<file path="config.mk">
export PLATFORM = sky130hd
export DESIGN_NAME = mem_transpose_sched
export DESIGN_NICKNAME = d
export VERILOG_FILES = /design/src/rtl/mem_transpose_sched.sv
export SDC_FILE = /design/constraint.sdc
export NUM_CORES = 1
export LEC_CHECK = 0
export BUFFER_PORTS_ARGS = -buffer_cell sky130_fd_sc_hd__buf_2
export CAP_MARGIN = 20
export CORE_MARGIN = 2
export CORE_UTILIZATION = 53
export CTS_CLUSTER_SIZE = 14
export DETAILED_ROUTE_END_ITERATION = 7
export PLACE_DENSITY = 0.89
export SKIP_LAST_GASP = 1
export SLEW_MARGIN = 20
export SYNTH_ARGS = -nofsm -noshare
export SYNTH_HDL_FRONTEND = slang
export SYNTH_SLANG_ARGS = --single-unit
</file>
<file path="constraint.sdc">
create_clock -name clk -period 2.54 [get_ports clk]
set_input_delay 0.635 -clock clk [delete_from_list [all_inputs] [get_ports clk]]
set_output_delay 0.635 -clock clk [all_outputs]
set_load 0.02 [all_outputs]
</file>
<file path="src/rtl/mem_transpose_sched.sv">
// Block-level scheduler for the transpose write-address generator: walks the block
// grid in raster order and hands finished blocks to ping-pong banks freed by the consumer.
module mem_transpose_sched #(
    parameter int LOG_B = 6
) (
    input  logic             clk,
    input  logic             rst,
    input  logic             start,
    input  logic [LOG_B-1:0] bx_max,
    input  logic [LOG_B-1:0] by_max,
    output logic             blk_vld,
    output logic [LOG_B-1:0] block_x,
    output logic [LOG_B-1:0] block_y,
    input  logic             blk_done,
    output logic             bank_sel,
    output logic             bank_filled,
    output logic             filled_id,
    input  logic [1:0]       bank_release,
    output logic [1:0]       bank_busy,
    output logic             busy,
    output logic             all_done
);

    typedef enum logic [1:0] {IDLE, WAIT_BANK, RUN, FIN} state_t;

    state_t           state, state_n;
    logic [LOG_B-1:0] bx_max_l, by_max_l, bx_max_n, by_max_n;
    logic [LOG_B-1:0] block_x_n, block_y_n, x_inc, y_inc;
    logic             bank_sel_n, bank_filled_n, filled_id_n, all_done_n;
    logic [1:0]       bank_busy_n;
    logic             fill;

    // NOTE: every signal gets its hold/default value first so no path leaves one unassigned (no latches).
    always_comb begin
        state_n       = state;
        bx_max_n      = bx_max_l;
        by_max_n      = by_max_l;
        block_x_n     = block_x;
        block_y_n     = block_y;
        bank_sel_n    = bank_sel;
        filled_id_n   = filled_id;
        bank_filled_n = 1'b0;
        all_done_n    = 1'b0;
        fill          = 1'b0;
        x_inc         = block_x + 1'b1;
        y_inc         = block_y + 1'b1;

        case (state)
            IDLE: begin
                if (start) begin
                    bx_max_n   = bx_max;
                    by_max_n   = by_max;
                    block_x_n  = '0;
                    block_y_n  = '0;
                    bank_sel_n = 1'b0;
                    state_n    = (bx_max == '0 || by_max == '0) ? FIN : WAIT_BANK;
                end
            end
            WAIT_BANK: begin
                if (!bank_busy[bank_sel]) state_n = RUN;
            end
            RUN: begin
                if (blk_done) begin
                    fill          = 1'b1;
                    bank_filled_n = 1'b1;
                    filled_id_n   = bank_sel;
                    bank_sel_n    = ~bank_sel;
                    state_n       = WAIT_BANK;
                    if (x_inc == bx_max_l) begin
                        block_x_n = '0;
                        if (y_inc == by_max_l) begin
                            block_y_n = '0;
                            state_n   = FIN;
                        end else begin
                            block_y_n = y_inc;
                        end
                    end else begin
                        block_x_n = x_inc;
                    end
                end
            end
            FIN: begin
                all_done_n = 1'b1;
                block_x_n  = '0;
                block_y_n  = '0;
                state_n    = IDLE;
            end
            default: state_n = IDLE;
        endcase

        // A fill of a bank overrides a simultaneous release of that same bank.
        bank_busy_n[0] = (fill && !bank_sel) ? 1'b1 : (bank_release[0] ? 1'b0 : bank_busy[0]);
        bank_busy_n[1] = (fill &&  bank_sel) ? 1'b1 : (bank_release[1] ? 1'b0 : bank_busy[1]);
    end

    // NOTE: sequential state uses non-blocking assignments so every register samples pre-edge values.
    always_ff @(posedge clk) begin
        if (rst) begin
            state       <= IDLE;
            bx_max_l    <= '0;
            by_max_l    <= '0;
            block_x     <= '0;
            block_y     <= '0;
            bank_sel    <= 1'b0;
            bank_filled <= 1'b0;
            filled_id   <= 1'b0;
            bank_busy   <= 2'b00;
            blk_vld     <= 1'b0;
            busy        <= 1'b0;
            all_done    <= 1'b0;
        end else begin
            state       <= state_n;
            bx_max_l    <= bx_max_n;
            by_max_l    <= by_max_n;
            block_x     <= block_x_n;
            block_y     <= block_y_n;
            bank_sel    <= bank_sel_n;
            bank_filled <= bank_filled_n;
            filled_id   <= filled_id_n;
            bank_busy   <= bank_busy_n;
            blk_vld     <= (state_n == RUN);
            busy        <= (state_n != IDLE);
            all_done    <= all_done_n;
        end
    end

endmodule

</file>
==> results of run 1 <==
cell families (layout without fill, tap and decap cells):
| kind of cell | after synthesis | count (layout) | share of synthesized area |
|---|---|---|---|
| fa+ha+maj | 2 | 2 | 0.01481 |
| xor+xnor | 18 | 18 | 0.09333 |
| compound gates | 44 | 44 | 0.1785 |
| simple gates | 88 | 88 | 0.2563 |
| buf+inv | 16 | 60 | 0.03629 |
| flops | 34 | 34 | 0.4030 |
| mux | 3 | 3 | 0.01778 |
power by group:
group          internal, mW  switching, mW
Sequential            0.557         0.0217
Clock                 0.134          0.172
Combinational        0.0781          0.108
sequential cells by signal (all words and copies together), names as in the netlist:
register,flops
all_done,1
busy,1
block_x,6
bank_sel,1
block_y,6
filled_id,1
bx_max_l,6
bank_busy,2
bank_filled,1
blk_vld,1
state,2
by_max_l,6
layer usage:
layer | track usage | vias to the layer above | share of wire
met5 | 0 | - | 0
met4 | 0.09627 | 0 | 0.030
met3 | 0.07036 | 10 | 0.040
met2 | 0.3711 | 37 | 0.48
met1 | 0.2513 | 691 | 0.45
li1 | - | 790 | -
critical path: stages (launching register included):
cell and delay [ns]:
dfxtp_1 0.38, ha_1 0.27, and2_2 0.21, o21ai_0 0.15, a31oi_1 0.12, or4_4 0.59, a221oi_1 0.34, mux2i_1 0.12
cell usage in the layout (no fill, tap or decap), types with 2 or more instances in the layout:
| cell | n |
|---|---|
| a21oi_1 | 23 |
| buf_2 | 37 |
| buf_4 | 6 |
| clkbuf_4 | 5 |
| dfxtp_1 | 34 |
| ha_1 | 2 |
| inv_1 | 9 |
| mux2i_1 | 3 |
| nand2_1 | 36 |
| nand2b_1 | 5 |
| nand3_1 | 7 |
| nand4_1 | 3 |
| nor2_1 | 18 |
| nor2b_1 | 3 |
| nor3_1 | 3 |
| nor4_1 | 2 |
| o2111ai_1 | 2 |
| o21ai_0 | 6 |
| or2_2 | 2 |
| xnor2_1 | 11 |
| xor2_1 | 7 |
metrics by stage:
| step | instances | instance area [um2] | hold slack [ns] | util |
|---|---|---|---|---|
| global route | 293 | 2007 | 0.4959 | 0.6574 |
| CTS | 293 | 2007 | 0.4679 | 0.6574 |
| detailed placement | 285 | 1947 | 0.4530 | 0.6377 |
| global placement | 285 | 1947 | 0.4451 | 0.6377 |
| finish | 293 | 2007 | 0.4617 | 0.6574 |
| floorplan | 205 | 1689 | 0.4481 | - |
how the worst min path moves through the flow:
stage,start,to,slack (ns),depth (start not counted)
6_report,filled_id$_SDFFE_PP0P_,filled_id$_SDFFE_PP0P_,0.46,2
5_1_grt,filled_id$_SDFFE_PP0P_,filled_id$_SDFFE_PP0P_,0.50,2
4_1_cts,filled_id$_SDFFE_PP0P_,filled_id$_SDFFE_PP0P_,0.47,2
3_3_place_gp,filled_id$_SDFFE_PP0P_,filled_id$_SDFFE_PP0P_,0.45,2
2_1_floorplan,bx_max_l[0]$_SDFFE_PP0P_,bx_max_l[0]$_SDFFE_PP0P_,0.45,2
3_5_place_dp,filled_id$_SDFFE_PP0P_,filled_id$_SDFFE_PP0P_,0.45,2
synthesized netlist by cell type, drive strengths merged:
cell type  number
nor2b           3
and2            2
o211ai          1
or3             1
or2             2
o2111ai         2
nand3           8
nand3b          1
buf             1
nand2b          5
o21a            1
o22ai           1
a21boi          1
a221oi          1
clkbuf          6
a31o            1
a2111oi         1
a21oi          24
or4             2
o31a            1
o21ai           6
o221a           1
xor2            7
inv             9
nor3            4
nor4            2
nor2           18
ha              2
nor4b           1
a211o           2
xnor2          11
dfxtp          34
mux2i           3
nand2          36
a31oi           1
nand4           3
layout make-up:
class,instances,area (um2)
clock inverter,1,5.005
inverter,9,33.78
clock buffer,7,55.05
sequential,34,680.7
multi-input combinational,155,947.2
tap,44,55.05
fill,272,1046
timing repair buffer,43,230.2
==> results by group, run 1 <==
Critical path
  • Critical R2R Capture: block_y[2]$_SDFFE_PP0P_
  • CP Capture Type: register
  • Req. time, crit path: 2.76 ns
  • Critical path launch point: block_x[0]$_SDFFE_PP0P_
  • Reg-to-Reg Start: block_x[0]$_SDFFE_PP0P_
  • WS Path Type: reg2reg
  • Slack of the worst reg-to-reg path: 0.24 ns
  • Worst Setup EP: block_y[2]$_SDFFE_PP0P_
  • Critical Path AT: 2.52 ns
  • Crit Path Max Fanout: 6
  • Reg2reg path depth: 7
  • Type of origin of the critical path: register

Yosys
  • Syn avg cell area: 8.240 um2
  • Post-Syn Area: 1689 um2
  • Sequential cell area fraction in the yosys report: 0.4030
  • Cells after Synth: 205
  • Synth warn: 0
  • Top cells by area, synth: dfxtp_1, nand2_1, a21oi_1
  • Syn_nets: 225
  • Netlist cell types: 42
  • Yosys top cell by area: dfxtp_1
  • Synth top area share: 0.4030
  • Number of synthesized register bits: 34

Timing
  • Hold Violations, Final: 0
  • Slew Limit Headroom: 0.6821
  • Minimum clock period: 2.295 ns
  • Period Utilization, post-route: 0.9037
  • Final setup vio count: 0
  • Final TNS setup: 0 ns
  • Worst slew pin tran: 0.4759 ns
  • Setup WS post-layout: 0.2446 ns
  • RSZ-0062 raised after global routing: false
  • Slew Viols, Final: 0
  • F_max: 435.6 MHz
  • Clk_skew: 0.008424 ns

GRT
  • Largest net degree at the start of global routing: 24
  • Remaining Overflow, GRT: 0
  • GR Util All Layers: 0.2180
  • Initial antenna violation count: 0
  • First-pass GRT wire length: 5.844 mm
  • Vias in the first global route: 1413

Clock network
  • CTS tree: yes
  • Post-CTS Hold Buffers: 0
  • H-tree depth: 2
  • Clk_lat worst skew: 0.34 ns
  • Clk sinks: 34
  • Total CTS buffers: 5
  • # resized after CTS: 0
  • Max clock buf depth: 2
  • Postcts setup bufs: 0
  • CTS Root Cell: clkbuf_4
  • Clock transition at path regs: 0.10 ns

Detailed routing
  • Iter 0 DRT Violations: 26
  • Via count: 1528
  • ANT nets after route: 0
  • Iteration count of the initial detailed-routing pass: 4
  • Routed len/inst: 11.99 um
  • DRC: 0
  • Vias per inst: 5.215
  • Wirelength, routed: 3.514 mm

Placement
  • DP Worst Slack: 0.2514 ns
  • Final Wtd Congestion: 0.8162
  • Input/output buffers: 37
  • Hpwl dp: 2.781 mm

Status
  • Outcome: complete, no violations

Power
  • Max VDD drop: 0.5002 mV
  • Pleak: 0.8127 nW
  • Pwr dens: 533.4 nW/um2
  • Total Power: 1.071 mW

Floorplan
  • I/O pin count: 38
  • Starting Density: 0.5533
  • Die ar.: 3655 um2
  • Die width: 60.46 um
  • FP Rows: 20
  • Core area: 3053 um2
  • Die Y: 60.46 um

Final layout
  • Area Overhead vs Synth: 18.81%
  • Antenna Diode Count: 0
  • Final nets: 268
  • Layout cell share with drive strength beyond 1: 0.2570

Worst hold path
  • HP Class: reg2reg

Run
  • Max_cap viols: 0
Power figures use the tool's default switching activity.
==> inputs of run 2 (changes only) <==
--- a/config.mk
+++ b/config.mk
@@ -7,6 +7,7 @@
 export LEC_CHECK = 0
 export BUFFER_PORTS_ARGS = -buffer_cell sky130_fd_sc_hd__buf_2
 export CAP_MARGIN = 20
+export CORE_ASPECT_RATIO = 0.75
 export CORE_MARGIN = 2
 export CORE_UTILIZATION = 53
 export CTS_CLUSTER_SIZE = 14
@@ -17,3 +18,4 @@
 export SYNTH_ARGS = -nofsm -noshare
 export SYNTH_HDL_FRONTEND = slang
 export SYNTH_SLANG_ARGS = --single-unit
+export TNS_END_PERCENT = 30
==> run 2 against run 1 <==
  * First-iteration DRC count rose to 2.6 times the previous value
  * Non-clock buffer count down 1
  * Total power up 9.9%
  * Register-to-register slack worse by 0.04 ns
  * Worst hold slack worse by 0.0039 ns
  * Sequential cell count unchanged
  * Clock power up 34%
==> results by group, run 2 (same netlist as run 1, synthesis figures left out) <==
Critical path
  • CP Capture Type: register
  • Reg2reg path depth: 7
  • Crit-path max cell delay: 0.60 ns
  • Reg-to-Reg Start: block_x[0]$_SDFFE_PP0P_
  • CP Cell Sequence: ha_1 > and2_2 > o21ai_0 > a31oi_1 > or4_4 > a21oi_4 > o22ai_1
  • Slack of the worst reg-to-reg path: 0.21 ns
  • Type of origin of the critical path: register
  • Critical Path AT: 2.49 ns
  • Critical path's slowest cell: or4_4
  • Critical R2R Capture: block_y[1]$_SDFFE_PP0P_
  • WS Path Type: reg2reg
  • Req. time, crit path: 2.70 ns
  • Crit Path Max Fanout: 10

Detailed routing
  • Iter 0 DRT Violations: 68
  • Wirelength, routed: 3.851 mm
  • DRC: 0
  • ANT nets after route: 0
  • Routed len/inst: 13.47 um
  • Vias per inst: 5.329
  • Via count: 1524
  • Iteration count of the initial detailed-routing pass: 4

Final layout
  • Area Overhead vs Synth: 19.78%
  • Seq. cell area: 680.7 um2
  • Fill cell count: 254
  • Final nets: 267
  • Multi-input logic area: 947.2 um2
  • Post-route cell area: 2023 um2
  • Antenna Diode Count: 0
  • Util after Layout: 0.6746
  • Layout cell share with drive strength beyond 1: 0.2540
  • Most common cell after layout, fill and taps aside: buf_2
  • Most frequent cells in the layout: buf_2, nand2_1, dfxtp_1, a21oi_1, nor2_1
  • Non-filler cells in the finished layout: 286

Worst hold path
  • Worst hold path depth: 2
  • HP Class: reg2reg
  • Hold Path Sink: filled_id$_SDFFE_PP0P_
  • Min-delay src: filled_id$_SDFFE_PP0P_

Power
  • Max VDD drop: 0.4217 mV
  • Total Power: 1.176 mW
  • Pleak: 0.8207 nW
  • Pwr dens: 581.3 nW/um2

Timing
  • Final setup vio count: 0
  • Setup WS post-layout: 0.2082 ns
  • F_max: 428.9 MHz
  • Slew Viols, Final: 0
  • Final hold slack: 0.4578 ns
  • RSZ-0062 raised after global routing: false
  • Final TNS setup: 0 ns
  • Clk_skew: 0.005759 ns
  • Slew Limit Headroom: 0.7031
  • Period Utilization, post-route: 0.9180
  • Worst slew pin tran: 0.4445 ns
  • Hold Violations, Final: 0
  • Minimum clock period: 2.332 ns

Clock network
  • CTS Root Cell: clkbuf_8
  • Clk sinks: 34
  • Postcts setup bufs: 0
  • Clk_lat worst skew: 0.29 ns
  • H-tree depth: 2
  • # resized after CTS: 0
  • Clock transition at path regs: 0.07 ns
  • Post-CTS Hold Buffers: 0
  • Total CTS buffers: 5
  • Max clock buf depth: 2
  • CTS tree: yes

Placement
  • Post-placement cell count: 278
  • Final Wtd Congestion: 0.8314
  • Area post-placement: 1932 um2
  • Input/output buffers: 37
  • DP Worst Slack: 0.2381 ns
  • Hpwl dp: 2.864 mm

Floorplan
  • I/O pin count: 38
  • Die Y: 52.89 um
  • Die ar.: 3659 um2
  • Starting Density: 0.5632
  • FP Rows: 17
  • Die width: 69.19 um
  • Core area: 2999 um2

Run
  • Max_cap viols: 0

GRT
  • Remaining Overflow, GRT: 0
  • Vias in the first global route: 1414
  • First-pass GRT wire length: 6.534 mm
  • Initial antenna violation count: 0
  • GR Util All Layers: 0.2310
  • Largest net degree at the start of global routing: 24

Status
  • Outcome: complete, no violations
==> run 2: area by class of cell <==
cell class | instances | share of cell area
well taps | 38 | 0.02350
clock buffers | 7 | 0.04267
repair buffers | 42 | 0.1101
flip-flops and latches | 34 | 0.3364
multi-input cells | 155 | 0.4682
clock inverters | 1 | 0.002474
inverters | 9 | 0.01670
==> run 2: how the worst max path moves through the flow <==
| stage | start | endpoint | slack, ns | depth (start not counted) |
|---|---|---|---|---|
| final | block_x[0]$_SDFFE_PP0P_ | block_y[1]$_SDFFE_PP0P_ | 0.21 | 7 |
| after detailed placement | block_x[0]$_SDFFE_PP0P_ | block_y[1]$_SDFFE_PP0P_ | 0.24 | 7 |
| after global placement | block_x[0]$_SDFFE_PP0P_ | block_y[0]$_SDFFE_PP0P_ | 0.34 | 7 |
| after floorplan | block_x[0]$_SDFFE_PP0P_ | block_y[2]$_SDFFE_PP0P_ | 0.32 | 7 |
| after global routing | block_x[0]$_SDFFE_PP0P_ | block_y[5]$_SDFFE_PP0P_ | 0.06 | 7 |
| after CTS | block_x[0]$_SDFFE_PP0P_ | block_y[1]$_SDFFE_PP0P_ | 0.22 | 7 |
==> run 2: where the power goes <==
group | leakage [nW] | internal, mW | switching (mW)
clock | 0.0482 | 0.218 | 0.191
combinational | 0.496 | 0.0756 | 0.111
sequential | 0.277 | 0.557 | 0.0224
==> run 2: critical path, delay by kind of cell (launching register included) <==
| kind | cells | cell delay [ns] |
|---|---|---|
| DFF | 1 | 0.37 |
| and+or+nand+nor | 2 | 0.81 |
| AOI/OAI and AO/OA | 4 | 0.76 |
| adders and majority gates | 1 | 0.27 |
==> run 2: layer usage <==
metal | global-route usage | share of wire | wire (um)
met3 | 0.06476 | 0.059 | 227
met5 | 0 | 0 | 0
met4 | 0.1111 | 0.017 | 67
met2 | 0.4006 | 0.47 | 1796
met1 | 0.2693 | 0.46 | 1760
